File: src/rtl/elevator_pkg.sv
// Shared definitions for the elevator floor-request front end.
package elevator_pkg;

  localparam int NUM_FLOORS = 5;
  localparam int FLOOR_W    = 3;

  typedef enum logic [1:0] {
    DOOR_IDLE  = 2'd0,
    DOOR_OPEN  = 2'd1,
    DOOR_CLOSE = 2'd2
  } door_state_e;

  localparam logic [FLOOR_W-1:0] FLOOR_A = 3'd0;
  localparam logic [FLOOR_W-1:0] FLOOR_B = 3'd1;
  localparam logic [FLOOR_W-1:0] FLOOR_C = 3'd2;
  localparam logic [FLOOR_W-1:0] FLOOR_D = 3'd3;
  localparam logic [FLOOR_W-1:0] FLOOR_E = 3'd4;

endpackage

File: src/rtl/floor_request_latch_if.sv
// Button/floor inputs and request/door status outputs of the request latch.
interface floor_request_latch_if #(
  parameter int NUM_FLOORS = elevator_pkg::NUM_FLOORS,
  parameter int FLOOR_W    = elevator_pkg::FLOOR_W
);
  import elevator_pkg::*;

  logic [NUM_FLOORS-1:0] btn;
  logic [FLOOR_W-1:0]    floor;
  logic [NUM_FLOORS-1:0] req;
  logic                  door_open;
  logic                  busy;

  modport master (
    output btn,
    output floor,
    input  req,
    input  door_open,
    input  busy
  );

  modport slave (
    input  btn,
    input  floor,
    output req,
    output door_open,
    output busy
  );

endinterface

File: src/rtl/door_timer.sv
// Door-open down-counter: load to DOOR_CYCLES-1, count down to zero and hold.
module door_timer #(
  parameter int DOOR_CYCLES = 8
) (
  input  logic clk,
  input  logic rst,
  input  logic load,
  input  logic en,
  output logic zero
);

  localparam int TW = (DOOR_CYCLES > 1) ? $clog2(DOOR_CYCLES) : 1;

  logic [TW-1:0] cnt_q, cnt_d;

  // Next count: load has priority, decrement saturates at zero.
  always_comb begin
    cnt_d = cnt_q;
    if (load) begin
      cnt_d = TW'(DOOR_CYCLES - 1);
    end else if (en && (cnt_q != '0)) begin
      cnt_d = cnt_q - TW'(1);
    end
  end

  // Counter register.
  always_ff @(posedge clk or negedge rst) begin
    if (!rst) begin
      cnt_q <= '0;
    end else begin
      cnt_q <= cnt_d;
    end
  end

  assign zero = (cnt_q == '0);

endmodule

File: src/rtl/floor_request_latch.sv
// Sticky per-floor call requests plus the door open/close cycle at the
// current floor.
//
//   state      | meaning
//   -----------+---------------------------------------------------------
//   ST_IDLE    | door shut, waiting for a request at the current floor
//   ST_OPEN    | door open, timer running; request at this floor held
//   ST_CLOSE   | one guard cycle after the door drops, then back to IDLE
module floor_request_latch #(
  parameter int NUM_FLOORS  = elevator_pkg::NUM_FLOORS,
  parameter int DOOR_CYCLES = 8
) (
  input  logic                  clk,
  input  logic                  rst,
  floor_request_latch_if.slave  bus
);
  import elevator_pkg::*;

  localparam logic [1:0] ST_IDLE  = DOOR_IDLE;
  localparam logic [1:0] ST_OPEN  = DOOR_OPEN;
  localparam logic [1:0] ST_CLOSE = DOOR_CLOSE;

  logic [NUM_FLOORS-1:0] btn_q;
  logic [NUM_FLOORS-1:0] rise;
  logic [NUM_FLOORS-1:0] req_q, req_d;
  logic [NUM_FLOORS-1:0] clr_mask;
  logic [1:0]            state_q, state_d;
  logic [FLOOR_W-1:0]    floor_q, floor_d;
  logic                  req_here;
  logic                  rise_here;
  logic                  tmr_load, tmr_en, tmr_zero;

  // Rising-edge detect; btn_q resets high so a button held through reset is ignored.
  always_comb begin
    rise = bus.btn & ~btn_q;
  end

  // Per-floor lookups; an out-of-range floor index matches nothing.
  always_comb begin
    req_here  = 1'b0;
    rise_here = 1'b0;
    for (int i = 0; i < NUM_FLOORS; i++) begin
      if (bus.floor == FLOOR_W'(i)) req_here  = req_q[i];
      if (floor_q   == FLOOR_W'(i)) rise_here = rise[i];
    end
  end

  // Door FSM next state. At timer zero the door always closes; a press on
  // that same edge is kept by the request register, which reopens the door.
  always_comb begin
    state_d  = state_q;
    floor_d  = floor_q;
    tmr_load = 1'b0;
    tmr_en   = 1'b0;
    clr_mask = '0;
    case (state_q)
      ST_IDLE: begin
        if (req_here) begin
          state_d  = ST_OPEN;
          floor_d  = bus.floor;
          tmr_load = 1'b1;
        end
      end
      ST_OPEN: begin
        if (tmr_zero) begin
          state_d = ST_CLOSE;
          for (int i = 0; i < NUM_FLOORS; i++) begin
            if (floor_q == FLOOR_W'(i)) clr_mask[i] = 1'b1;
          end
        end else if (rise_here) begin
          tmr_load = 1'b1;
        end else begin
          tmr_en = 1'b1;
        end
      end
      ST_CLOSE: begin
        state_d = ST_IDLE;
      end
      default: begin
        state_d = ST_IDLE;
      end
    endcase
  end

  // Clear from the door cycle first, then set from new presses so set wins.
  always_comb begin
    req_d = (req_q & ~clr_mask) | rise;
  end

  // State, request and button-history registers.
  always_ff @(posedge clk or negedge rst) begin
    if (!rst) begin
      btn_q   <= '1;
      req_q   <= '0;
      state_q <= ST_IDLE;
      floor_q <= '0;
    end else begin
      btn_q   <= bus.btn;
      req_q   <= req_d;
      state_q <= state_d;
      floor_q <= floor_d;
    end
  end

  door_timer #(
    .DOOR_CYCLES (DOOR_CYCLES)
  ) u_door_timer (
    .clk  (clk),
    .rst  (rst),
    .load (tmr_load),
    .en   (tmr_en),
    .zero (tmr_zero)
  );

  assign bus.req       = req_q;
  assign bus.door_open = (state_q == ST_OPEN);
  assign bus.busy      = (|req_q) || (state_q != ST_IDLE);

endmodule
File: src/flat_wrapper.sv
// flat-port wrapper written by rule: the top's interface ports become plain ports
module floor_request_latch_flat import elevator_pkg::*;
#(
  parameter int NUM_FLOORS  = elevator_pkg::NUM_FLOORS,
  parameter int DOOR_CYCLES = 8
)
  (clk, rst, bus_btn, bus_floor, bus_req, bus_door_open, bus_busy);
  floor_request_latch_if #(.NUM_FLOORS(NUM_FLOORS)) bus_i ();
  input  logic clk;
  input  logic rst;
  input wire logic [$bits(bus_i.btn)-1:0] bus_btn;
  input wire logic [$bits(bus_i.floor)-1:0] bus_floor;
  output wire logic [$bits(bus_i.req)-1:0] bus_req;
  output wire logic [$bits(bus_i.door_open)-1:0] bus_door_open;
  output wire logic [$bits(bus_i.busy)-1:0] bus_busy;
  assign bus_i.btn = bus_btn;
  assign bus_i.floor = bus_floor;
  assign bus_req = bus_i.req;
  assign bus_door_open = bus_i.door_open;
  assign bus_busy = bus_i.busy;
  floor_request_latch #(.NUM_FLOORS(NUM_FLOORS), .DOOR_CYCLES(DOOR_CYCLES)) u_core (.clk(clk), .rst(rst), .bus(bus_i));
endmodule
File: config.mk
export PLATFORM = sky130hd
export DESIGN_NAME = floor_request_latch_flat
export DESIGN_NICKNAME = d
export VERILOG_FILES = /design/src/rtl/elevator_pkg.sv /design/src/rtl/floor_request_latch_if.sv /design/src/rtl/door_timer.sv /design/src/rtl/floor_request_latch.sv /design/src/flat_wrapper.sv
export SDC_FILE = /design/constraint.sdc
export NUM_CORES = 1
export LEC_CHECK = 0
export CAP_MARGIN = 20
export CELL_PAD_IN_SITES_DETAIL_PLACEMENT = 1
export CELL_PAD_IN_SITES_GLOBAL_PLACEMENT = 1
export CORE_MARGIN = 10
export CORE_UTILIZATION = 46
export CTS_CLUSTER_SIZE = 24
export DETAILED_ROUTE_END_ITERATION = 8
export DONT_BUFFER_PORTS = 1
export GPL_TIMING_DRIVEN = 0
export PLACE_DENSITY = 0.76
export SLEW_MARGIN = 20
export SYNTH_ARGS = -nofsm -noshare
export SYNTH_HDL_FRONTEND = slang
export SYNTH_SLANG_ARGS = --single-unit
File: constraint.sdc
create_clock -name clk -period 1.96 [get_ports clk]
set_input_delay 0.588 -clock clk [delete_from_list [all_inputs] [get_ports clk]]
set_output_delay 0.588 -clock clk [all_outputs]
set_load 0.005 [all_outputs]
Yosys cells after proc, flatten, opt, wreduce, memory -nomap -nowiden
Index checks and enable logic that the tools add are counted.

cells by class
  $add $sub $neg = 1
  eq/ne operators = 11
  multiplexer cells = 29
  bitwise logic cells = 5
  reductions and logical operators = 12

operators by type and width
  cell                 count
  $mux 1               21
  $eq 3x2->1 const B   4
  $and 5x5->5          2
  $mux 5               2
  $not 5->5            2
  $logic_not 3->1      3
  $eq 3x1->1 const B   2
  $eq 3x3->1 const B   2
  $mux 3               2
  $or 5x5->5           1
  $reduce_or 5->1      1
  $mux 2               2
  $ne 2x1->1 const B   2
  $pmux 2 s2           1
  $reduce_and 2->1     2
  $reduce_bool 2->1    2
  $reduce_bool 3->1    1
  $sub 3x1->3 const B  1
  $eq 2x1->1 const B   1
  $logic_not 2->1      1
  $pmux 1 s2           1
  $logic_and 1x1->1    1
  $logic_or 1x1->1     1

word-level totals
  register bits after elaboration = 18
  input bits = 10
  output and inout bits = 7
  word-level logic and storage cells = 63

Logic depth before layout (Yosys ltp)
  word-level depth = 13
  gate-level depth with buffers = 6
  depth with buffers taken out = 6

Hierarchy
Synthesis repeated with hierarchy kept, for this count alone.

unflattened totals
  cells, all modules = 85
  area total of the unflattened synthesis = 908.4 µm²

modules (own cells, without submodules)
  module               times used  cells an instance  area each (µm²)
  floor_request_latch  1           67                 728.2
  door_timer           1           18                 180.2

Least setup slack after synthesis
OpenSTA, ideal clock, no wires.

  path type = register -> output
  start = reg u_core.req_q[3] (netlist: u_core.bus.req[3])
  end = out bus_busy
  arrival time = 1201 ps
  required time = 1372 ps
  setup slack = 171 ps
  stages on the path, launching flop included = 3
  buffers on the path = 0
  cell sequence = dfrtp_1 > or4_1 > or3_1

on the way
  cells in the longest elaborated chain, start to end = 2

ends and longest elaborated chain
  item                    RTL line                    source
  start, declared         floor_request_latch.sv:25   logic [NUM_FLOORS-1:0] req_q, req_d;
  start signal, assigned  floor_request_latch.sv:99   req_q <= req_d;
  $reduce_or 5->1         floor_request_latch.sv:117  assign bus.busy = (|req_q) || (state_q != ST_IDLE);
  $logic_or 1x1->1        floor_request_latch.sv:117
  end, declared           flat_wrapper.sv:15          output wire logic [$bits(bus_i.busy)-1:0] bus_busy;

Every way passes these cells.

Worst setup path in the final report
Ends and elaborated chain as after synthesis.

==> run summary <==
status: finished with violations
violated checks: setup timing
Final Util: 0.538
antenna violations before repair: 0
CP endpoint kind: primary output
Post-Place Worst Slack: 0.0723 ns
crit path DAT: 1.64 ns
final period utilization: 1.13
post-synth design cell area: 866 sq um
post-synth cell types: 26
Max-cap violations: 0
Setup Buffers After CTS: 0
area leader, netlist: dfrtp_1
Worst-path clk slew: 0.10 ns
Final setup viols: 1
fin worst setup slack: -0.264 ns
first-iteration detailed-routing DRC count: 18
first-pass GRT wire length: 3320 um
width of the chip: 63.4 um
complex-gate fraction of the synthesized area: 0.113
WHS: 0.115 ns
CTS tree: done
Setup Crit Path Kind: reg -> out
Peak VDD IR: 0.682 mV
num rows: 15
Syn Nets: 91
post-synthesis sequential area ratio: 0.527
n_diodes: 0
Hold Crit Class: in -> async
H-tree depth: 1
Mean Syn Cell Area: 11.0 sq um
core area: 1760 sq um
fin crit period: 2.22 ns
Post-Synth Adder-Cell Area: 0.0289
TritonRoute pass-1 iters: 3
Die Y: 63.4 um
FFs w/ async S/R, synth: 1.00
fillers: 208
Die ar.: 4020 sq um
post-synthesis cell count: 79
Via-to-Cell Ratio: 5.60
xor and xnor area share after synthesis: 0
Hold Violations, Final: 0
maximum clock path buffer count: 2
worst endpoint required time: 1.37 ns
Initial Util: 0.491
PortBufs: 0
final max-slew violation count: 0
Final nets: 97
largest net degree at the start of global routing: 14
CTS Root Cell: clkbuf_4
layout cell share with drive strength beyond 1: 0.167
total wire length: 1920 um
cells taking the most area after synthesis: dfrtp_1 38%, dfstp_2 15%, o21ai_0 6.9%
Post-synth EDFFs: 0
Num CTS Buffers: 3
Layout area overhead: 9.54%
vias: 610
Antenna Violating Nets Remaining: 0
CP Launch Type: flip-flop
# IOs: 17
predominant post-synthesis flop cell: dfrtp_1
Synth Area in Simple Gates: 0.231
Clock Sinks: 18
clock latency on the worst-skew pair: 0.30 ns
clk_skew: 0.00286 ns
vias in the first global route: 660
largest family of logic cells by synthesized area: simple AND/OR/NAND/NOR gates
Critical-path top delay cell: or4_1
GR Overflow Total: 0
WL per Instance: 17.6 um
post-synthesis mux area share: 0.0520
Power Density: 1200 nW/um^2
Worst Path Max Fanout: 4
top-area cell type share of the netlist area: 0.376
critical path's largest stage delay: 0.55 ns
Critical Path, Cell by Cell: or4_1, or3_4
fin area: 948 sq um
GRT Overall Usage: 0.104
max frequency: 0.450 GHz
relative slew slack: 0.588
Final GP Congestion: 0.724
Pleak: 0.407 nW
# DRC: 0
RSZ-0062 raised after global routing: true
Slew @ Worst Pin: 0.616 ns
Syn. warnings: 0
Detail Placement HPWL: 1430 um
Placed Area: 897 sq um
#FFs+latches synth: 18
==> through the flow <==
step / TNS [ns] / instances / total power, mW
after detailed placement: 0 / 104 / 0.910
after global routing: -0.324 / 109 / 1.24
final: -0.264 / 109 / 1.14
after CTS: -0.277 / 109 / 1.16
after floorplan: 0 / 79 / 0.810
after global placement: 0 / 104 / 0.891
==> synthesized netlist by cell type, types with 2 or more instances <==
cell and count:
and4_1 2, nand4b_1 2, nand2_1 3, nand3_1 4
dfstp_2 5, ha_1 2, inv_1 11, nand2b_1 2
nor2_1 6, nor4bb_1 2, dfrtp_1 13, o21ai_0 12
mux2_1 2
==> per-layer routing <==
metal,track usage,vias up,wire (um)
met5,0,-,0
li1,-,291,-
met4,0.0492,0,43
met1,0.119,299,856
met3,0.0530,5,165
met2,0.158,15,854
==> state kept, by name, indices dropped and copies added (netlist names) <==
| name | flops |
|---|---|
| u_core.floor_q | 3 |
| u_core.u_door_timer.cnt_q | 3 |
| u_core.bus.req | 5 |
| u_core.state_q | 2 |
| u_core.btn_q | 5 |
==> cell families (layout without fill, tap and decap cells) <==
kind of cell | count (synthesis) | count (layout)
flip-flops | 18 | 18
buffers and inverters | 11 | 16
AND/OR/NAND/NOR | 29 | 29
multiplexers | 3 | 3
adder cells (fa/ha/maj) | 2 | 2
AO/OA/AOI/OAI | 16 | 16
==> worst max-delay path, delay by kind of cell, from the launching register on <==
| kind | cells | cell delay (ns) |
|---|---|---|
| flops | 1 | 0.45 |
| simple gates | 2 | 0.89 |
==> area by class of cell <==
class                      count  area [sq um]  share of cell area
tap                           25          31.3              0.0330
multi-input combinational     50           373               0.393
timing repair buffer           1          10.0              0.0106
clock buffer                   4          36.3              0.0383
inverter                      11          41.3              0.0435
sequential                    18           457               0.482
==> path summary, 6_finish.rpt <==
| kind | from | endpoint | slack [ns] | depth (start not counted) |
|---|---|---|---|---|
| max | u_core.bus.req[3] | bus_busy | -0.26 | 2 |
| min | rst | u_core.btn_q[2] | 0.12 | 0 |
| max reg2reg | u_core.floor_q[1] | u_core.u_door_timer.cnt_q[1] | 0.21 | 4 |
| min reg2reg | u_core.btn_q[4] | u_core.bus.req[4] | 0.54 | 1 |
| max in group asynchronous | rst | u_core.u_door_timer.cnt_q[1] | 0.83 | 1 |
| min in group clk | bus_btn[2] | u_core.btn_q[2] | 0.27 | 0 |
==> what timing repair did <==
item,in CTS,in global routing
hold buffers,1,0
endpoints found under the hold margin,13,0
endpoints found under the setup margin,1,1
resized for setup,0,1
==> where the power goes <==
| part | internal [mW] | switching, mW | total [mW] |
|---|---|---|---|
| registers | 0.461 | 0.102 | 0.563 |
| clock network | 0.113 | 0.118 | 0.232 |
| logic | 0.153 | 0.191 | 0.344 |
| total | 0.728 | 0.411 | 1.14 |
==> layout by cell type (no fill, tap or decap), types with 2 or more instances in the layout <==
cell / n
and4_1: 2
mux2_1: 2
clkbuf_4: 3
o21ai_0: 12
inv_1: 11
dfstp_2: 5
nand2b_1: 2
nand4b_1: 2
nor2_1: 6
nand2_1: 3
dfrtp_1: 13
nor4bb_1: 2
ha_1: 2
nand3_1: 4
Power figures use the tool's default switching activity.
